===== src/rtl/midi_note_mem_scheduler_if.sv =====
// Shared memory-port bundle between the processor load/store path, the note
// scheduler and the single-port data memory. The scheduler is the slave: it
// receives the processor request and drives the muxed memory port.
interface midi_note_mem_scheduler_if #(
    parameter int unsigned ADDR_W = 10
);
    // Processor side
    logic              cpu_req;
    logic              cpu_we;
    logic [ADDR_W-1:0] cpu_addr;
    logic [15:0]       cpu_wdata;
    logic              cpu_grant;

    // Memory side (arbitrated)
    logic              mem_we;
    logic [ADDR_W-1:0] mem_addr;
    logic [15:0]       mem_wdata;

    modport master (
        output cpu_req,
        output cpu_we,
        output cpu_addr,
        output cpu_wdata,
        input  cpu_grant,
        input  mem_we,
        input  mem_addr,
        input  mem_wdata
    );

    modport slave (
        input  cpu_req,
        input  cpu_we,
        input  cpu_addr,
        input  cpu_wdata,
        output cpu_grant,
        output mem_we,
        output mem_addr,
        output mem_wdata
    );
endinterface


===== src/rtl/midi_note_mem_scheduler.sv =====
// MIDI note memory scheduler.
// Edge-detects note strobes, buffers notes in a small FIFO and writes each one
// into a circular buffer in shared memory, followed by a mailbox update of the
// head index. The processor always wins the memory port; note traffic only
// uses cycles in which cpu_req is low.
module midi_note_mem_scheduler #(
    parameter int unsigned       ADDR_W     = 10,
    parameter logic [ADDR_W-1:0] NOTE_BASE  = 10'h380,
    parameter int unsigned       NOTE_SLOTS = 32,
    parameter logic [ADDR_W-1:0] PTR_ADDR   = 10'h3FF,
    parameter int unsigned       FIFO_DEPTH = 4,
    localparam int unsigned      HEAD_W     = $clog2(NOTE_SLOTS),
    localparam int unsigned      PTR_W      = $clog2(FIFO_DEPTH),
    localparam int unsigned      CNT_W      = PTR_W + 1
) (
    input  logic                     clk,
    input  logic                     reset,
    input  logic                     noteForMem,
    input  logic [15:0]              midiNoteWire,
    midi_note_mem_scheduler_if.slave bus,
    output logic [HEAD_W-1:0]        head_idx,
    output logic [CNT_W-1:0]         fifo_count,
    output logic                     overflow
);

    typedef enum logic [1:0] {
        st_idle,
        st_wr_note,
        st_wr_ptr
    } state_t;

    state_t state_q, state_d;

    logic              note_prev_q;
    logic [15:0]       fifo_mem_q [FIFO_DEPTH];
    logic [PTR_W-1:0]  rd_ptr_q;
    logic [PTR_W-1:0]  wr_ptr_q;
    logic [CNT_W-1:0]  count_q;
    logic [CNT_W-1:0]  count_d;
    logic [HEAD_W-1:0] head_q;
    logic              overflow_q;

    logic              push;
    logic              push_ok;
    logic              drop;
    logic              pop;
    logic              fifo_empty;
    logic              fifo_full;
    logic [15:0]       head_ext;

    logic              fsm_we;
    logic [ADDR_W-1:0] fsm_addr;
    logic [15:0]       fsm_wdata;

    // Note strobe edge detect and FIFO push/drop decisions.
    always_comb begin
        push       = noteForMem & ~note_prev_q;
        fifo_empty = (count_q == '0);
        fifo_full  = (count_q == CNT_W'(FIFO_DEPTH));
        // A pop in the same cycle frees the slot a full-FIFO push needs.
        push_ok    = push & (~fifo_full | pop);
        drop       = push & fifo_full & ~pop;
        count_d    = count_q + CNT_W'(push_ok) - CNT_W'(pop);
    end

    // Mailbox value: head index zero-extended to the memory data width.
    always_comb begin
        head_ext               = '0;
        head_ext[HEAD_W-1:0]   = head_q;
    end

    // Next-state logic and the FSM's view of the memory port.
    always_comb begin
        state_d   = state_q;
        pop       = 1'b0;
        fsm_we    = 1'b0;
        fsm_addr  = '0;
        fsm_wdata = '0;

        unique case (state_q)
            st_idle: begin
                if (!fifo_empty && !bus.cpu_req) begin
                    state_d = st_wr_note;
                end
            end
            st_wr_note: begin
                // Processor owns the port: hold the note until a free cycle.
                if (!bus.cpu_req) begin
                    fsm_we    = 1'b1;
                    fsm_addr  = NOTE_BASE + ADDR_W'(head_q);
                    fsm_wdata = fifo_mem_q[rd_ptr_q];
                    pop       = 1'b1;
                    state_d   = st_wr_ptr;
                end
            end
            st_wr_ptr: begin
                if (!bus.cpu_req) begin
                    fsm_we    = 1'b1;
                    fsm_addr  = PTR_ADDR;
                    fsm_wdata = head_ext;
                    state_d   = st_idle;
                end
            end
            default: begin
                state_d = st_idle;
            end
        endcase
    end

    // Port arbitration: processor has absolute priority; reset suppresses any
    // note or mailbox write the FSM would otherwise issue this cycle.
    always_comb begin
        bus.cpu_grant = bus.cpu_req;
        if (bus.cpu_req) begin
            bus.mem_we    = bus.cpu_we;
            bus.mem_addr  = bus.cpu_addr;
            bus.mem_wdata = bus.cpu_wdata;
        end else if (reset) begin
            bus.mem_we    = 1'b0;
            bus.mem_addr  = '0;
            bus.mem_wdata = '0;
        end else begin
            bus.mem_we    = fsm_we;
            bus.mem_addr  = fsm_addr;
            bus.mem_wdata = fsm_wdata;
        end
    end

    // FSM state register.
    always_ff @(posedge clk) begin
        if (reset) begin
            state_q <= st_idle;
        end else begin
            state_q <= state_d;
        end
    end

    // Edge-detect register, FIFO pointers/occupancy, head index, overflow flag.
    always_ff @(posedge clk) begin
        if (reset) begin
            note_prev_q <= 1'b0;
            rd_ptr_q    <= '0;
            wr_ptr_q    <= '0;
            count_q     <= '0;
            head_q      <= '0;
            overflow_q  <= 1'b0;
        end else begin
            note_prev_q <= noteForMem;
            count_q     <= count_d;
            if (push_ok) begin
                wr_ptr_q <= wr_ptr_q + PTR_W'(1);
            end
            if (pop) begin
                rd_ptr_q <= rd_ptr_q + PTR_W'(1);
                // NOTE_SLOTS is a power of two, so the natural wrap is the modulo.
                head_q   <= head_q + HEAD_W'(1);
            end
            if (drop) begin
                overflow_q <= 1'b1;
            end
        end
    end

    // FIFO storage; contents are don't-care while empty, so no reset needed.
    always_ff @(posedge clk) begin
        if (!reset && push_ok) begin
            fifo_mem_q[wr_ptr_q] <= midiNoteWire;
        end
    end

    assign head_idx   = head_q;
    assign fifo_count = count_q;
    assign overflow   = overflow_q;

endmodule

===== src/flat_wrapper.sv =====
// flat-port wrapper written by rule: the top's interface ports become plain ports
module midi_note_mem_scheduler_flat 
#(
    parameter int unsigned       ADDR_W     = 10,
    parameter logic [ADDR_W-1:0] NOTE_BASE  = 10'h380,
    parameter int unsigned       NOTE_SLOTS = 32,
    parameter logic [ADDR_W-1:0] PTR_ADDR   = 10'h3FF,
    parameter int unsigned       FIFO_DEPTH = 4,
    localparam int unsigned      HEAD_W     = $clog2(NOTE_SLOTS),
    localparam int unsigned      PTR_W      = $clog2(FIFO_DEPTH),
    localparam int unsigned      CNT_W      = PTR_W + 1
)
  (clk, reset, noteForMem, midiNoteWire, head_idx, fifo_count, overflow, bus_cpu_req, bus_cpu_we, bus_cpu_addr, bus_cpu_wdata, bus_cpu_grant, bus_mem_we, bus_mem_addr, bus_mem_wdata);
  midi_note_mem_scheduler_if #(.ADDR_W(ADDR_W)) bus_i ();
  input  logic clk;
  input  logic reset;
  input  logic noteForMem;
  input  logic [15:0] midiNoteWire;
  output logic [HEAD_W-1:0] head_idx;
  output logic [CNT_W-1:0] fifo_count;
  output logic overflow;
  input wire logic [$bits(bus_i.cpu_req)-1:0] bus_cpu_req;
  input wire logic [$bits(bus_i.cpu_we)-1:0] bus_cpu_we;
  input wire logic [$bits(bus_i.cpu_addr)-1:0] bus_cpu_addr;
  input wire logic [$bits(bus_i.cpu_wdata)-1:0] bus_cpu_wdata;
  output wire logic [$bits(bus_i.cpu_grant)-1:0] bus_cpu_grant;
  output wire logic [$bits(bus_i.mem_we)-1:0] bus_mem_we;
  output wire logic [$bits(bus_i.mem_addr)-1:0] bus_mem_addr;
  output wire logic [$bits(bus_i.mem_wdata)-1:0] bus_mem_wdata;
  assign bus_i.cpu_req = bus_cpu_req;
  assign bus_i.cpu_we = bus_cpu_we;
  assign bus_i.cpu_addr = bus_cpu_addr;
  assign bus_i.cpu_wdata = bus_cpu_wdata;
  assign bus_cpu_grant = bus_i.cpu_grant;
  assign bus_mem_we = bus_i.mem_we;
  assign bus_mem_addr = bus_i.mem_addr;
  assign bus_mem_wdata = bus_i.mem_wdata;
  midi_note_mem_scheduler #(.ADDR_W(ADDR_W), .NOTE_BASE(NOTE_BASE), .NOTE_SLOTS(NOTE_SLOTS), .PTR_ADDR(PTR_ADDR), .FIFO_DEPTH(FIFO_DEPTH)) u_core (.clk(clk), .reset(reset), .noteForMem(noteForMem), .midiNoteWire(midiNoteWire), .bus(bus_i), .head_idx(head_idx), .fifo_count(fifo_count), .overflow(overflow));
endmodule

===== config.mk =====
export PLATFORM = sky130hd
export DESIGN_NAME = midi_note_mem_scheduler_flat
export DESIGN_NICKNAME = d
export VERILOG_FILES = /design/src/rtl/midi_note_mem_scheduler_if.sv /design/src/rtl/midi_note_mem_scheduler.sv /design/src/flat_wrapper.sv
export SDC_FILE = /design/constraint.sdc
export NUM_CORES = 1
export LEC_CHECK = 0
export ABC_CLOCK_PERIOD_IN_PS = 3180
export BUFFER_PORTS_ARGS = -buffer_cell sky130_fd_sc_hd__buf_2
export CAP_MARGIN = 30
export CORE_AREA = 2 2 98 100
export CTS_BUF_LIST = sky130_fd_sc_hd__clkbuf_2 sky130_fd_sc_hd__clkbuf_4 sky130_fd_sc_hd__clkbuf_8
export CTS_CLUSTER_SIZE = 12
export DETAILED_ROUTE_END_ITERATION = 8
export DIE_AREA = 0 0 100 102
export SLEW_MARGIN = 5
export SYNTH_ARGS = -nofsm -noshare
export SYNTH_HDL_FRONTEND = slang
export SYNTH_SLANG_ARGS = --single-unit

===== constraint.sdc =====
create_clock -name clk -period 3.18 [get_ports clk]
set_clock_uncertainty 0.2 [all_clocks]
set_input_delay 0.318 -clock clk [delete_from_list [all_inputs] [get_ports clk]]
set_output_delay 0.318 -clock clk [all_outputs]
set_load 0.1 [all_outputs]

==> results of run 1 <==
-- routing by layer --
metal	GRT usage, %	vias to the layer above	share of wire (%)
met5	0	-	0
met4	5.374	0	1.5
met3	3.625	10	5.0
met2	25.68	70	49
met1	18.51	1114	44
li1	-	1118	-
-- worst reg2reg max path: stages, from the launching register on --
cell	delay, ps
dfxtp_1	340
inv_1	120
ha_1	170
or2b_2	350
inv_2	150
ha_1	250
inv_1	60
ha_1	130
inv_1	50
fa_1	380
xnor2_1	180
xnor2_1	130
nor2_1	50
-- logic make-up after synthesis --
group                      synth area share [%]
AOI/OAI and AO/OA                         8.113
xor gates and xnor gates                  1.462
adders and majority gates                 4.735
buffers and inverters                     3.064
DFF                                       63.51
muxes                                     11.18
and+or+nand+nor                           7.939
-- timing repair --
item	4_1_cts	5_1_grt
endpoints found under the setup margin	0	13
gates resized for setup	0	1
hold buffers	17	0
endpoints found under the hold margin	65	0
-- cell type report --
type,instances,area (µm²)
flip-flops and latches,82,2282
clock buffers,9,123.9
multi-input cells,132,1226
repair buffers,110,885.9
fillers,784,4339
well taps,111,138.9
inverters,10,37.54
clock inverters,7,75.07
-- power groups by stage --
stage               Combinational [mW]  Sequential (mW)  Clock [mW]
floorplan                        0.640             1.45           0
finish                            1.05             1.28       0.756
global route                      1.12             1.29       0.818
detailed placement                1.04             1.31           0
CTS                               1.06             1.28       0.779
global placement                  1.02             1.31           0
-- per-stage QoR --
step	std cells	power, mW	hold slack, ps	setup slack [ps]
floorplan	239	2.090	216.9	1.581
global placement	428	2.329	256.4	560.4
detailed placement	428	2.351	261.0	502.9
CTS	461	3.125	122.4	170.3
global route	461	3.228	154.5	188.7
finish	461	3.090	157.5	362.9
-- final timing paths --
| kind | startpoint | end | slack, ps | depth (start not counted) |
|---|---|---|---|---|
| worst min-delay path | reset | u_core.state_q[1] | 160 | 3 |
| worst min register to register | u_core.overflow | u_core.overflow | 290 | 2 |
| worst max register to register | u_core.state_q[1] | u_core.fifo_count[2] | 520 | 12 |
| worst max-delay path | u_core.state_q[0] | bus_mem_wdata[12] | 360 | 7 |
-- flip-flops by register name (all words and copies together), names as in the netlist, named ones only --
name / flops
u_core.fifo_mem_q: 64
u_core.head_idx: 5
u_core.state_q: 2
u_core.rd_ptr_q: 2
u_core.note_prev_q: 1
u_core.wr_ptr_q: 2
u_core.fifo_count: 3
u_core.overflow: 1
-- placed cells by master (no fill, tap or decap), types with 2 or more instances in the layout --
master / n
a21oi_1: 8
a221o_1: 5
a22o_1: 12
and3_1: 5
buf_12: 15
buf_2: 68
buf_4: 10
clkbuf_8: 9
dfxtp_1: 18
dlygate4sd3_1: 17
edfxtp_1: 64
ha_1: 12
inv_1: 8
inv_2: 2
inv_6: 2
mux2i_1: 3
mux4_2: 16
nand2_1: 17
nand2b_1: 6
nand3b_1: 2
nor2_1: 13
nor2b_1: 3
nor3b_2: 5
o21ai_0: 2
o21ai_1: 5
or3_1: 2
xnor2_1: 4
xor2_1: 2
==> flow_summary.ini, run 1 <==
[synth]
synth_fp_nets = 299
ys_async_sr_fraction_pct = 0
synth_cell_types = 35
yosys.area.top_type_share_pct = 53.48
postSynthAreaPerCell_um2 = 15.04
synth_common_cells = 64 x edfxtp_1, 18 x dfxtp_1, 17 x nand2_1
synth.most_common_cell = edfxtp_1
ys_seq_area_share_pct = 63.51
synth-edff-count = 64
ys_ff_latch = 82
ys_warn_count = 0
synth_cells = 239
synth_ff_type = edfxtp_1
netlist_area_um2 = 3593
synthTopCellsByArea = edfxtp_1 53%, dfxtp_1 10%, mux4_2 10%
yosysTopAreaCell = edfxtp_1

[power_and_ir_drop]
netSwitchingPower_mw = 1.146
p_int_mw = 1.945
combPwrFrac_pct = 34.0
power_leakage_nw = 1.828
swShare_pct = 37.08
power_density_nw_per_um2 = 648.0
power.clock.fraction_pct = 24.5
peakVddDrop_v = 0.0003095
seq_power_share_pct = 41.5

[die]
placementRows = 35
dieArea_um2 = 10200
die_y_um = 102
core_um2 = 9109
start_util_pct = 39.45
die_x_um = 100
ios = 84

[sta]
fmax_ghz = 0.3550
rsz0062_at_grt = no
hold_viol = 0
post-route-period-util_pct = 88.59
max_slew_margin_pct = 64.57
fin_setup_tns_ps = 0
setup_viol = 0
slew_viol_final = 0
post-route-min-period_ps = 2817
tightest_slew_ps = 529.7

[global_routing]
grt_pass1_wl_um = 11410
track_usage_pct = 14.92
grt_pass1_vias = 2247
antenna_found_initial = 0
grt.overflow.total = 0
grt_max_degree = 28

[routing]
drtIter0Drc = 84
avgRoutedWirePerCell_um = 16.27
drc = 0
via_per_inst = 5.015
totalWireLength_um = 7500
drt.antenna.violating_nets = 0
dr.pass1.iters = 4
via_count = 2312

[place]
hpwl_um = 5230
place.gp.congestion = 0.7013
placed_area_um2 = 4395
portBuffers = 83

[worst_setup_path]
startpoint_type = flop
path_delay_family = simple AND/OR/NAND/NOR gates
crit_type = flop to output port
worstPathRequired_ps = 2660
critical_path_peak_fanout = 13
cp_slowest_cell = dfxtp_1
critPathCaptureType = output port
arrival_ps = 2300
path_buf_inv = 3
crit_chain = inv_1 -> ha_1 -> nor3b_2 -> and2_1 -> buf_4 -> a22o_1 -> buf_12
cpPeakStageDelay_ps = 390

[cts]
path_clk_slew_ps = 90
cts-root-buf = clkbuf_8
htree_levels = 3
cts.sinks = 82
cts_post_setup_buffers_inserted = 0
clockBufferDepth = 2
clock_latency_ps = 350
cts_buffers = 9
cts_tree = done

[status]
outcome = complete, no violations

[flow_run]
max_cap_violations = 0

[finish]
drive_gt1_share_pct = 38.00
syn2layout_area_growth_pct = 32.73
layout.nets = 405
final_area_um2 = 4770
diodes = 0
fin_util_pct = 52.36

[worst_hold_path]
hp-class = primary input to flop
Note: power is estimated with default switching activity, not from simulation.
==> inputs of run 2 (changes only) <==
--- a/config.mk
+++ b/config.mk
@@ -5,7 +5,7 @@
 export SDC_FILE = /design/constraint.sdc
 export NUM_CORES = 1
 export LEC_CHECK = 0
-export ABC_CLOCK_PERIOD_IN_PS = 3180
+export ABC_CLOCK_PERIOD_IN_PS = 2750
 export BUFFER_PORTS_ARGS = -buffer_cell sky130_fd_sc_hd__buf_2
 export CAP_MARGIN = 30
 export CORE_AREA = 2 2 98 100
==> constraint.sdc (replaced) <==
create_clock -name clk -period 2.75 [get_ports clk]
set_clock_uncertainty 0.2 [all_clocks]
set_input_delay 0.275 -clock clk [delete_from_list [all_inputs] [get_ports clk]]
set_output_delay 0.275 -clock clk [all_outputs]
set_load 0.1 [all_outputs]
==> run 2 against run 1 <==
Count of clock-buffer cells in the layout unchanged. Total power increased by 13%. Register-to-register slack worse by 330 ps. Non-clock buffer count increased by 4. Combinational power increased by 17%. Cell count up 0.87%. Die area did not move. Flip-flop and latch count unchanged. Critical path depth down 1. Via count increased by 1.5%. Global-route usage rose by 0.18 points. Largest cell class unchanged. Largest power group unchanged.
==> flow_summary.ini, run 2 (synthesis results as in run 1) <==
[sta]
tightest_slew_ps = 575.9
hold_viol = 0
timing.hold.ws_ps = 143.2
max_slew_margin_pct = 61.56
fmax_ghz = 0.3754
slew_viol_final = 0
setup_viol = 0
fin_setup_tns_ps = 0
rsz0062_at_grt = yes
fin_ws_ps = 86.37
post-route-period-util_pct = 96.86
post-route-min-period_ps = 2664

[worst_setup_path]
worstPathRequired_ps = 2280
reg2regPathDepth = 12
critical_path_peak_fanout = 9
startpoint_type = primary input
r2r_slack_ps = 190
reg2reg_from = u_core.state_q[1]
crit_type = primary input to output port
arrival_ps = 2190
critPathCaptureType = output port
rr_endpoint = u_core.fifo_count[2]

[worst_hold_path]
hold_depth = 5
whs_endpoint = u_core.head_idx[1]
min_from = bus_cpu_req
hp-class = primary input to flop

[routing]
totalWireLength_um = 7422
via_per_inst = 5.047
dr.pass1.iters = 4
avgRoutedWirePerCell_um = 15.96
drc = 0
drtIter0Drc = 102
via_count = 2347
drt.antenna.violating_nets = 0

[die]
die_y_um = 102
ios = 84
die_x_um = 100
placementRows = 35
core_um2 = 9109
dieArea_um2 = 10200
start_util_pct = 39.45

[cts]
cts-root-buf = clkbuf_8
cts_tree = done
htree_levels = 3
path_clk_slew_ps = 90
clockBufferDepth = 2
cts.sinks = 82
cts_buffers = 9
cts_post_setup_buffers_inserted = 0
clock_latency_ps = 350

[finish]
layout_common_cells = 64 x edfxtp_1, 63 x buf_2, 18 x dlygate4sd3_1
largest_reg_flops = 64
fillCellCount = 778
layout.nets = 409
mostFrequentLayoutCell = edfxtp_1
drive_gt1_share_pct = 40.11
instances_no_fill = 465
syn2layout_area_growth_pct = 34.16
diodes = 0
top_register = u_core.fifo_mem_q

[global_routing]
grt_pass1_vias = 2267
grt_pass1_wl_um = 11670
track_usage_pct = 15.10
grt_max_degree = 23
grt.overflow.total = 0
antenna_found_initial = 0

[power_and_ir_drop]
peakVddDrop_v = 0.0003422
power_leakage_nw = 1.838
power_density_nw_per_um2 = 723.7

[place]
hpwl_um = 5148
post-place-ws_ps = 153.0
place_inst = 431
place.gp.congestion = 0.6995
portBuffers = 83

[flow_run]
max_cap_violations = 0

[status]
outcome = complete, no violations
run 2: cell count changes in the layout (fill, tap and decap cells not counted), sizes merged:
cell,delta
clkbuf,+5
clkinvlp,+2
dlygate4sd3,+1
inv,-1
bufinv,-1
buf,-2
run 2: power breakdown:
group          leakage [nW]  internal (mW)  switching [mW]
clock                0.0759          0.330           0.437
sequential            0.727           1.43          0.0610
combinational          1.04          0.416           0.818
total                  1.84           2.17            1.32
run 2: area by class of cell:
| class | count | area (µm²) | area share [%] |
|---|---|---|---|
| sequential | 82 | 2285 | 47.39 |
| multi-input combinational | 132 | 1247 | 25.88 |
| timing repair buffer | 114 | 934.6 | 19.39 |
| tap | 111 | 138.9 | 2.881 |
| clock buffer | 9 | 123.9 | 2.569 |
| clock inverter | 7 | 51.30 | 1.064 |
| inverter | 10 | 40.04 | 0.8305 |
run 2: metrics by stage:
step | utilization, % | power (mW) | area [µm²]
floorplan | - | 2.425 | 3610
global placement | 48.68 | 2.714 | 4434
detailed placement | 48.68 | 2.726 | 4434
CTS | 52.64 | 3.511 | 4795
global route | 52.93 | 3.654 | 4821
finish | 52.93 | 3.489 | 4821
run 2: how the worst max path moves through the flow:
stage	from	end	cells after the start	slack, ps
6_report	reset	bus_mem_addr[0]	6	90
5_1_grt	reset	bus_mem_addr[0]	6	-30
4_1_cts	u_core.state_q[0]	bus_mem_wdata[4]	7	30
3_5_place_dp	u_core.state_q[1]	u_core.fifo_count[2]	12	150
2_1_floorplan	u_core.fifo_count[1]	u_core.fifo_mem_q[1][0]	2	-430
3_3_place_gp	u_core.state_q[1]	u_core.fifo_count[2]	12	210
run 2: critical path, cell delays in order:
cell	delay [ps]
dlygate4sd3_1	530
buf_2	190
nor2_1	270
nand2_1	320
o21ai_1	250
clkbuf_4	360
run 2: repair_timing:
action,4_1_cts,5_1_grt
hold buffers,18,0
resized for setup,1,9
pin swaps,0,1
endpoints found under the setup margin,15,21
endpoints found under the hold margin,66,0
run 2: routing by layer:
metal / track usage (%) / wire [µm] / vias up / part of all wire, %
li1: - / - / 1127 / -
met1: 20.01 / 3306 / 1137 / 45
met2: 24.53 / 3563 / 72 / 48
met3: 2.599 / 421 / 11 / 5.7
met4: 7.060 / 131 / 0 / 1.8
met5: 0 / 0 / - / 0
